### config.mk
export PLATFORM = sky130hd
export DESIGN_NAME = msrv32_wb_write_queue
export DESIGN_NICKNAME = d
export VERILOG_FILES = /design/src/rtl/msrv32_wb_write_queue.sv
export SDC_FILE = /design/constraint.sdc
export NUM_CORES = 1
export LEC_CHECK = 0
export CORE_MARGIN = 1
export CORE_UTILIZATION = 40
export DETAILED_ROUTE_END_ITERATION = 8
export PLACE_DENSITY = 0.6
export REMOVE_ABC_BUFFERS = 1
export SLEW_MARGIN = 20
export SYNTH_ARGS = -nofsm -noshare
export SYNTH_HDL_FRONTEND = slang
export SYNTH_SLANG_ARGS = --single-unit
### constraint.sdc
create_clock -name clk_in -period 7 [get_ports clk_in]
set_input_delay 1.4 -clock clk_in [delete_from_list [all_inputs] [get_ports clk_in]]
set_output_delay 1.4 -clock clk_in [all_outputs]
set_load 0.005 [all_outputs]
### src/rtl/msrv32_wb_write_queue.sv
// -----------------------------------------------------------------------------
// msrv32_wb_write_queue
//
// Write-back queue between the write-back mux and the integer register file.
// Results are buffered in a small in-order FIFO, and at most one buffered write
// is drained per cycle onto the register file write port. Decode reads the
// per-operand busy flags to stall until an outstanding write has landed.
//
// Ports:
//   clk_in          clock; all state updates on the rising edge
//   reset_in        asynchronous, active-high reset
//   flush_in        synchronous flush of all queued and in-flight writes
//   req_valid_in    producer offers a write
//   req_addr_in     destination register index
//   req_data_in     destination value
//   req_ready_out   queue can accept (combinational, not full)
//   wr_en_out       register file write enable (registered)
//   rd_addr_out     register file write index (registered)
//   rd_out          register file write data (registered)
//   rs_1_addr_in    decode source operand 1 index
//   rs_2_addr_in    decode source operand 2 index
//   rs_1_busy_out   a pending write targets rs_1_addr_in
//   rs_2_busy_out   a pending write targets rs_2_addr_in
//   count_out       number of entries currently held in the FIFO
// -----------------------------------------------------------------------------
module msrv32_wb_write_queue #(
  parameter int DEPTH = 4,
  parameter int PTR_W = 2
) (
  input  logic             clk_in,
  input  logic             reset_in,
  input  logic             flush_in,
  input  logic             req_valid_in,
  input  logic [4:0]       req_addr_in,
  input  logic [31:0]      req_data_in,
  output logic             req_ready_out,
  output logic             wr_en_out,
  output logic [4:0]       rd_addr_out,
  output logic [31:0]      rd_out,
  input  logic [4:0]       rs_1_addr_in,
  input  logic [4:0]       rs_2_addr_in,
  output logic             rs_1_busy_out,
  output logic             rs_2_busy_out,
  output logic [PTR_W:0]   count_out
);

  localparam logic [PTR_W:0] FULL_COUNT = (PTR_W + 1)'(DEPTH);

  logic [4:0]       addr_q  [DEPTH];
  logic [31:0]      data_q  [DEPTH];
  logic [DEPTH-1:0] valid_q;

  logic [PTR_W-1:0] wr_ptr_q;
  logic [PTR_W-1:0] rd_ptr_q;
  logic [PTR_W:0]   count_q;

  logic handshake;
  logic push;
  logic pop;

  // Ready is not relaxed by a same-cycle pop: a full queue always stalls.
  assign req_ready_out = (count_q != FULL_COUNT);
  assign handshake     = req_valid_in && req_ready_out;

  // Writes to x0 are acknowledged but never stored.
  assign push = handshake && (req_addr_in != 5'd0) && !flush_in;
  assign pop  = (count_q != '0) && !flush_in;

  assign count_out = count_q;

  always_ff @(posedge clk_in or posedge reset_in) begin
    if (reset_in) begin
      wr_ptr_q    <= '0;
      rd_ptr_q    <= '0;
      count_q     <= '0;
      valid_q     <= '0;
      wr_en_out   <= 1'b0;
      rd_addr_out <= 5'd0;
      rd_out      <= 32'd0;
      for (int i = 0; i < DEPTH; i++) begin
        addr_q[i] <= 5'd0;
        data_q[i] <= 32'd0;
      end
    end else if (flush_in) begin
      wr_ptr_q  <= '0;
      rd_ptr_q  <= '0;
      count_q   <= '0;
      valid_q   <= '0;
      wr_en_out <= 1'b0;
    end else begin
      if (pop) begin
        wr_en_out         <= 1'b1;
        rd_addr_out       <= addr_q[rd_ptr_q];
        rd_out            <= data_q[rd_ptr_q];
        valid_q[rd_ptr_q] <= 1'b0;
        rd_ptr_q          <= rd_ptr_q + 1'b1;
      end else begin
        wr_en_out <= 1'b0;
      end

      // A push never lands on the slot being popped unless the queue is
      // full, and a full queue never pushes, so this valid set cannot
      // collide with the pop clear above.
      if (push) begin
        addr_q[wr_ptr_q]  <= req_addr_in;
        data_q[wr_ptr_q]  <= req_data_in;
        valid_q[wr_ptr_q] <= 1'b1;
        wr_ptr_q          <= wr_ptr_q + 1'b1;
      end

      case ({push, pop})
        2'b10:   count_q <= count_q + 1'b1;
        2'b01:   count_q <= count_q - 1'b1;
        default: count_q <= count_q;
      endcase
    end
  end

  // A write stays visible as busy until the cycle its wr_en_out pulse ends,
  // i.e. until the register file has actually captured it.
  always_comb begin
    rs_1_busy_out = 1'b0;
    rs_2_busy_out = 1'b0;
    for (int i = 0; i < DEPTH; i++) begin
      if (valid_q[i] && (addr_q[i] == rs_1_addr_in)) rs_1_busy_out = 1'b1;
      if (valid_q[i] && (addr_q[i] == rs_2_addr_in)) rs_2_busy_out = 1'b1;
    end
    if (wr_en_out && (rd_addr_out == rs_1_addr_in)) rs_1_busy_out = 1'b1;
    if (wr_en_out && (rd_addr_out == rs_2_addr_in)) rs_2_busy_out = 1'b1;
    if (rs_1_addr_in == 5'd0) rs_1_busy_out = 1'b0;
    if (rs_2_addr_in == 5'd0) rs_2_busy_out = 1'b0;
  end

endmodule

==> flow_summary.yaml, run 1 <==
pwr:
  power_frac_comb_pct: 37.4
  p_sw_share_pct: 30.1
  p_switching_mw: 1.44
  seqPwrFrac_pct: 42.6
  irDropWorstVdd_mv: 0.153
  p_leak_nw: 5.04
  p_int_mw: 3.34
  powerDensity_nw_per_um2: 430
  clkPwrFrac_pct: 20.0
critical_path:
  reg2regPathDepth: 6
  cp_max_fo: 6
  critPathArrivalTime_ns: 3.60
  r2r_start: "count_out[0]"
  required_ns: 5.60
  critPathLaunch: "rs_2_addr_in[0]"
  timing.rr.end: "data_q[124]"
  r2r_setup_slack_ns: 4.16
  cp-end-kind: "output pin"
  endpoint: "rs_2_busy_out"
  startpoint_type: "input pin"
  worst-setup-path-type: "input pin to output pin"
hold_path:
  hp-class: "register to register"
cells_and_area:
  nFillCells: 1983
  synthToLayoutAreaGrowth_pct: 17.4
  layout_commonest_cell: "dfrtp_1"
  final_nets: 736
  final_area_sq_um: 11100
  num_antenna_cells: 0
  finish.utilization_pct: 48.6
  final_cells: 1001
  drive_gt1_share_pct: 39.7
  layout.area.seq_sq_um: 4930
  multiInputGateArea_sq_um: 4210
  layout_common_cells: "dfrtp_1 (195), mux2_2 (109), clkdlybuf4s50_1 (94)"
cts:
  clkTransAtPathRegs_ns: 0.07
  cts_resized: 0
  clk_latency_ns: 0.43
  cts_setup_buffers: 0
  cts_buffer_depth: 2
  htreeDepth: 4
  cts_hold_buf: 0
  cts_made_buffers: 17
  clockRootBuffer: "clkbuf_16"
  cts_tree: "yes"
  clock_sinks: 197
die:
  num_io_pins: 95
  die_h_um: 156
  die_w_um: 156
  rows: 55
  core_area_sq_um: 22900
  initial_core_util_pct: 41.4
  die-area_sq_um: 24300
logic_synthesis:
  seq_area_frac_synth_pct: 52.0
  synthCells: 595
  ys_seq_elements: 197
  synth_largest_area_cell: "dfrtp_1"
  post_synth_num_cell_types: 33
  syn_avg_cell_area_sq_um: 15.9
  synth_warnings: 0
  yosys-top-cells-area: "dfrtp_1 (52%), mux2_2 (13%), mux2_4 (12%), mux4_2 (8.8%), xor2_1 (3.8%)"
  yosysTopAreaCellShare_pct: 52.0
  synth.cell_area_sq_um: 9480
sta:
  worst_pin_slew_ns: 0.981
  fin_crit_sh_pct: 71.4
  hold_violations: 0
  setup_ws_ns: 2.00
  setup_viol: 0
  rsz0062_at_grt: "no"
  fmax_ghz: 0.200
  maxSlewViolCount: 0
  fin_crit_ns: 5.00
  slew_headroom_pct: 34.1
  clock_skew_ns: 0.00919
  setup_tns_ns: 0
placement:
  dp_slack_ns: 2.01
  hpwl_um: 13600
  place_inst: 970
  portBuffers: 94
  placed_area_sq_um: 10600
  routabilityCongestion: 0.837
drt:
  wl_um: 21000
  wl_per_cell_um: 21.0
  drt-initial-drc-count: 187
  dr.pass1.iters: 4
  route.detailed.drc: 0
  vias: 5165
  ant_nets: 0
  via_per_inst: 5.16
global_route:
  antenna_found_initial: 0
  gr-total-overflow: 0
  grt_pass1_vias: 5804
  grt_pass1_wl_um: 33500
  grt_start_max_net_pins: 152
  grt_use_total_pct: 18.4
run_status:
  outcome: "finished, final reports clean"
job:
  drv_cap: 0
==> per-layer routing <==
layer | wire length [um] | global-route usage, % | share of wire, %
met5 | 0 | 0 | 0
met3 | 585 | 3.56 | 2.8
met4 | 188 | 4.44 | 0.90
met2 | 10700 | 31.5 | 51
met1 | 9530 | 24.0 | 45
==> power by group through the flow <==
stage | Combinational, mW | Sequential, mW | Clock, mW
2_1_floorplan | 1.24 | 1.97 | 0
4_1_cts | 1.83 | 2.04 | 0.983
6_report | 1.79 | 2.04 | 0.955
5_1_grt | 1.94 | 2.11 | 1.03
3_3_place_gp | 1.78 | 2.02 | 0
3_5_place_dp | 1.81 | 2.06 | 0
==> kinds of logic after synthesis <==
group           count (synthesis)  synth area share (%)
mux                           222                  33.8
simple gates                   59                  3.41
fa+ha+maj                       9                  1.27
compound gates                  7                 0.752
buf+inv                        46                  3.72
xor+xnor                       55                  5.08
flops                         197                  52.0
==> how the worst min path moves through the flow <==
stage / slack [ns] / endpoint / depth (start not counted) / start
6_report: 0.50 / data_q[94] / 1 / data_q[94]
5_1_grt: 0.52 / data_q[30] / 1 / data_q[30]
3_3_place_gp: 0.48 / data_q[28] / 1 / data_q[28]
2_1_floorplan: 0.47 / data_q[51] / 1 / data_q[51]
4_1_cts: 0.50 / data_q[20] / 1 / data_q[20]
3_5_place_dp: 0.49 / data_q[43] / 1 / data_q[43]
==> flip-flops by register name (all words and copies together), names as in the netlist <==
| register | count |
|---|---|
| data_q | 128 |
| rd_out | 32 |
| addr_q | 20 |
| rd_addr_out | 5 |
| valid_q | 4 |
| count_out | 3 |
| rd_ptr_q | 2 |
| wr_ptr_q | 2 |
| wr_en_out | 1 |
==> cell usage after synthesis <==
cell type  count
nor3_1         2
o211ai_4       1
nand3_1       12
a21oi_1        2
nor2_4         1
dfrtp_1      197
buf_12         8
a22oi_1        1
fa_1           1
mux2_2       109
buf_2          4
nand2_2        4
or3b_2         1
a2111oi_2      1
buf_1          3
buf_4          4
or4_1          2
mux2_4        76
o22a_1         2
nor4_1        10
inv_1          6
or3_1          1
or4_4          1
mux4_2        37
nor3b_1        1
xnor2_1       14
nand2_1       14
nand3b_1       4
clkbuf_1      17
ha_1           8
nor2_1         6
buf_6          4
xor2_1        41
==> metrics by stage <==
step / hold WS (ns) / power (mW)
2_1_floorplan: 0.474 / 3.21
3_3_place_gp: 0.482 / 3.80
3_5_place_dp: 0.487 / 3.88
4_1_cts: 0.505 / 4.85
5_1_grt: 0.520 / 5.08
6_report: 0.504 / 4.78
==> worst max-delay path, cell delays in order <==
cell and delay, ns:
clkdlybuf4s50_1 0.67, xor2_1 0.15, nor4_1 0.47, nand3_1 0.15
nand3_1 0.10, o22a_1 0.16, clkdlybuf4s50_1 0.49
==> cell type report <==
class / count / share of cell area (%)
Sequential cell: 197 / 44.3
Clock buffer: 19 / 3.98
Clock inverter: 12 / 1.08
Multi-Input combinational cell: 352 / 37.8
Timing Repair Buffer: 102 / 8.99
Tap cell: 313 / 3.52
Inverter: 6 / 0.315
Power figures use the tool's default switching activity.
==> inputs of run 2 (changes only) <==
Clock period 7 ns to 4.4 ns, I/O delays scaled along.
==> flow_summary.yaml, run 2 (synthesized netlist as in run 1, its figures left out) <==
die:
  die_h_um: 156
  initial_core_util_pct: 41.4
  core_area_sq_um: 22900
  num_io_pins: 95
  die_w_um: 156
  rows: 55
  die-area_sq_um: 24300
run_status:
  outcome: "finished, final reports clean"
cts:
  cts_tree: "yes"
  cts_made_buffers: 17
  clockRootBuffer: "clkbuf_16"
  clkTransAtPathRegs_ns: 0.07
  clock_sinks: 197
  cts_setup_buffers: 0
  clk_latency_ns: 0.44
  cts_hold_buf: 0
  cts_resized: 0
  htreeDepth: 4
  cts_buffer_depth: 2
sta:
  hold_violations: 0
  fin_crit_ns: 3.84
  fin_crit_sh_pct: 87.2
  fmax_ghz: 0.261
  worst_pin_slew_ns: 0.949
  rsz0062_at_grt: "no"
  slew_headroom_pct: 36.3
  maxSlewViolCount: 0
  setup_viol: 0
  setup_ws_ns: 0.563
  clock_skew_ns: 0.00917
global_route:
  grt_pass1_wl_um: 33900
  gr-total-overflow: 0
  grt_start_max_net_pins: 110
  grt_use_total_pct: 18.6
  grt_pass1_vias: 5892
  antenna_found_initial: 0
cells_and_area:
  drive_gt1_share_pct: 40.5
  final_area_sq_um: 11300
  top_regs: "data_q x128, rd_out x32, addr_q x20"
  finish.utilization_pct: 49.5
  synthToLayoutAreaGrowth_pct: 19.6
  layout_common_cells: "dfrtp_1 (195), mux2_2 (109), clkdlybuf4s50_1 (94)"
  largest_reg_flops: 128
  final_cells: 1009
  num_antenna_cells: 0
  layout_commonest_cell: "dfrtp_1"
  final_nets: 743
  regMostFlops: "data_q"
drt:
  via_per_inst: 5.13
  drt-initial-drc-count: 223
  dr.pass1.iters: 4
  route.detailed.drc: 0
  wl_per_cell_um: 20.8
  ant_nets: 0
  wl_um: 20900
  vias: 5175
critical_path:
  cp_slowest_cell: "clkdlybuf4s50_1"
  startpoint_type: "input pin"
  cp_num_buf_inv: 2
  cp_max_fo: 6
  critPathArrivalTime_ns: 2.96
  critical_path.top_delay_family: "buffers and inverters"
  path_cells: "clkdlybuf4s50_1, xor2_1, nor4_1, nand3_1, nand3_1, o22a_1, clkdlybuf4s50_1"
  required_ns: 3.52
  worst-setup-path-type: "input pin to output pin"
  cp-end-kind: "output pin"
  crit_path_max_incr_delay_ns: 0.66
placement:
  placed_area_sq_um: 10700
  dp_slack_ns: 0.479
  place_inst: 977
  hpwl_um: 13700
  routabilityCongestion: 0.904
  portBuffers: 94
job:
  drv_cap: 0
hold_path:
  hp-class: "register to register"
pwr:
  irDropWorstVdd_mv: 0.288
  p_total_mw: 7.76
  powerDensity_nw_per_um2: 685
  p_leak_nw: 5.15
==> run 2: per-stage QoR <==
step           hold slack, ns  TNS (ns)
6_report                0.502         0
5_1_grt                 0.523         0
3_5_place_dp            0.490         0
4_1_cts                 0.507         0
3_3_place_gp            0.482         0
2_1_floorplan           0.474   -364.24
==> run 2: worst register-to-register path, cell delays in order, from the launching register on <==
cell and delay, ns:
dfrtp_1 0.46, nor3_1 0.80, nor3_1 0.15, fa_1 0.42, nor3b_1 0.16, a2111oi_2 0.36
==> run 2: cell type report <==
type / count / area (sq um)
fill: 1926 / 11600
sequential: 197 / 4930
multi-input combinational: 352 / 4210
timing repair buffer: 109 / 1150
clock buffer: 20 / 467
tap: 313 / 392
clock inverter: 12 / 159
inverter: 6 / 30.0
==> run 2: power by group <==
part           switching (mW)  total, mW  internal, mW
clock                   0.728       1.63         0.906
combinational           0.992       2.91          1.91
sequential              0.595       3.22          2.63
==> run 2: layer usage <==
layer	vias up	wire length [um]	GRT usage [%]	part of all wire, %
li1	2332	-	-	-
met2	80	10400	30.8	50
met4	0	316	5.79	1.5
met3	22	548	3.64	2.6
met1	2741	9680	24.7	46
met5	-	0	0	0
==> run 2: worst paths after layout <==
kind	from	endpoint	slack (ns)	cells past startpoint
max	rs_2_addr_in[0]	rs_2_busy_out	0.56	7
min	data_q[63]	data_q[63]	0.50	1
max reg2reg	count_out[0]	count_out[2]	1.95	5
min reg2reg	data_q[63]	data_q[63]	0.50	1
max in group asynchronous	reset_in	rd_ptr_q[0]	2.56	3
min in group asynchronous	reset_in	rd_addr_out[2]	0.98	2
==> inputs of run 3 (changes only) <==
Settings changed: CELL_PAD_IN_SITES_DETAIL_PLACEMENT set to 0, CELL_PAD_IN_SITES_GLOBAL_PLACEMENT set to 2, CORE_UTILIZATION 40 to 38, PLACE_DENSITY 0.6 to 0.75.
==> flow_summary.yaml, run 3 (synthesized netlist as in run 1, its figures left out) <==
die:
  num_io_pins: 95
  rows: 57
  die_w_um: 160
  die-area_sq_um: 25600
  die_h_um: 160
  initial_core_util_pct: 38.9
  core_area_sq_um: 24400
cells_and_area:
  drive_gt1_share_pct: 40.3
  top_regs: "data_q x128, rd_out x32, addr_q x20"
  layout_common_cells: "dfrtp_1 (195), mux2_2 (109), clkdlybuf4s50_1 (94)"
  final_nets: 741
  synthToLayoutAreaGrowth_pct: 19.6
  layout_commonest_cell: "dfrtp_1"
  regMostFlops: "data_q"
  largest_reg_flops: 128
  final_cells: 1018
  num_antenna_cells: 0
drt:
  wl_per_cell_um: 21.0
  ant_nets: 0
  drt-initial-drc-count: 213
  via_per_inst: 5.11
  route.detailed.drc: 0
  dr.pass1.iters: 4
  vias: 5202
  wl_um: 21400
cts:
  clkTransAtPathRegs_ns: 0.08
  cts_resized: 0
  clk_latency_ns: 0.43
  cts_setup_buffers: 0
  cts_tree: "yes"
  clockRootBuffer: "clkbuf_16"
  cts_hold_buf: 0
  clock_sinks: 197
  cts_buffer_depth: 2
  cts_made_buffers: 17
  htreeDepth: 4
critical_path:
  required_ns: 3.52
  crit_path_max_incr_delay_ns: 0.60
  path_cells: "clkdlybuf4s50_1, xor2_1, nor4_1, nand3_1, nand3_1, o22a_1, clkdlybuf4s50_1"
  worst-setup-path-type: "input pin to output pin"
  cp_num_buf_inv: 2
  cp_slowest_cell: "clkdlybuf4s50_1"
  cp_max_fo: 6
  cp-end-kind: "output pin"
  critical_path.top_delay_family: "buffers and inverters"
  startpoint_type: "input pin"
  critPathArrivalTime_ns: 2.99
placement:
  hpwl_um: 14200
  routabilityCongestion: 0.891
  portBuffers: 94
  place_inst: 986
run_status:
  outcome: "finished, final reports clean"
pwr:
  powerDensity_nw_per_um2: 678
  irDropWorstVdd_mv: 0.299
  p_leak_nw: 5.13
  p_total_mw: 7.69
global_route:
  antenna_found_initial: 0
  grt_pass1_wl_um: 34400
  gr-total-overflow: 0
  grt_use_total_pct: 17.6
  grt_pass1_vias: 5714
  grt_start_max_net_pins: 104
sta:
  timing.hold.ws_ns: 0.507
  maxSlewViolCount: 0
  setup_viol: 0
  fin_crit_ns: 3.87
  clock_skew_ns: 0.0170
  worst_pin_slew_ns: 0.922
  fin_crit_sh_pct: 87.9
  slew_headroom_pct: 38.1
  fmax_ghz: 0.258
  hold_violations: 0
  rsz0062_at_grt: "no"
hold_path:
  hp-class: "register to register"
job:
  drv_cap: 0
[run 3: cell count changes in the layout (fill, tap and decap cells not counted), sizes merged]
cell	previous run	this run
buf	15	13
clkinv	3	8
clkbuf	20	17
bufinv	2	0
[run 3: where the power goes]
| part | internal (mW) | switching, mW | total (mW) |
|---|---|---|---|
| clock network | 0.774 | 0.791 | 1.57 |
| logic | 1.91 | 0.875 | 2.78 |
| registers | 2.63 | 0.715 | 3.34 |
[run 3: final timing paths]
| check | start | end | slack [ns] | depth (start not counted) |
|---|---|---|---|---|
| max | rs_2_addr_in[0] | rs_2_busy_out | 0.53 | 7 |
| min | data_q[21] | data_q[21] | 0.51 | 1 |
| max reg2reg | count_out[0] | data_q[61] | 1.95 | 6 |
| min reg2reg | data_q[21] | data_q[21] | 0.51 | 1 |
| max in group asynchronous | reset_in | addr_q[14] | 2.52 | 3 |
| min in group asynchronous | reset_in | rd_out[24] | 0.96 | 2 |
[run 3: cell type report]
cell class | instances | area, sq um
repair buffers | 107 | 1150
inverters | 6 | 30.0
clock buffers | 17 | 425
fillers | 2174 | 13100
clock inverters | 15 | 184
flip-flops and latches | 197 | 4930
multi-input cells | 352 | 4210
well taps | 324 | 405
[run 3: stage by stage]
step,TNS (ns),cell area (sq um),setup slack (ns),utilization [%]
2_1_floorplan,-364.24,9150,-1.85,-
3_3_place_gp,0,10700,0.596,44.0
3_5_place_dp,0,10700,0.566,44.0
4_1_cts,0,11300,0.554,46.5
5_1_grt,0,11300,0.458,46.5
6_report,0,11300,0.531,46.5
[run 3: layer usage]
metal | GRT usage [%] | wire length [um]
met2 | 28.8 | 10500
met1 | 24.1 | 9950
met4 | 4.76 | 257
met5 | 0 | 0
met3 | 3.17 | 655
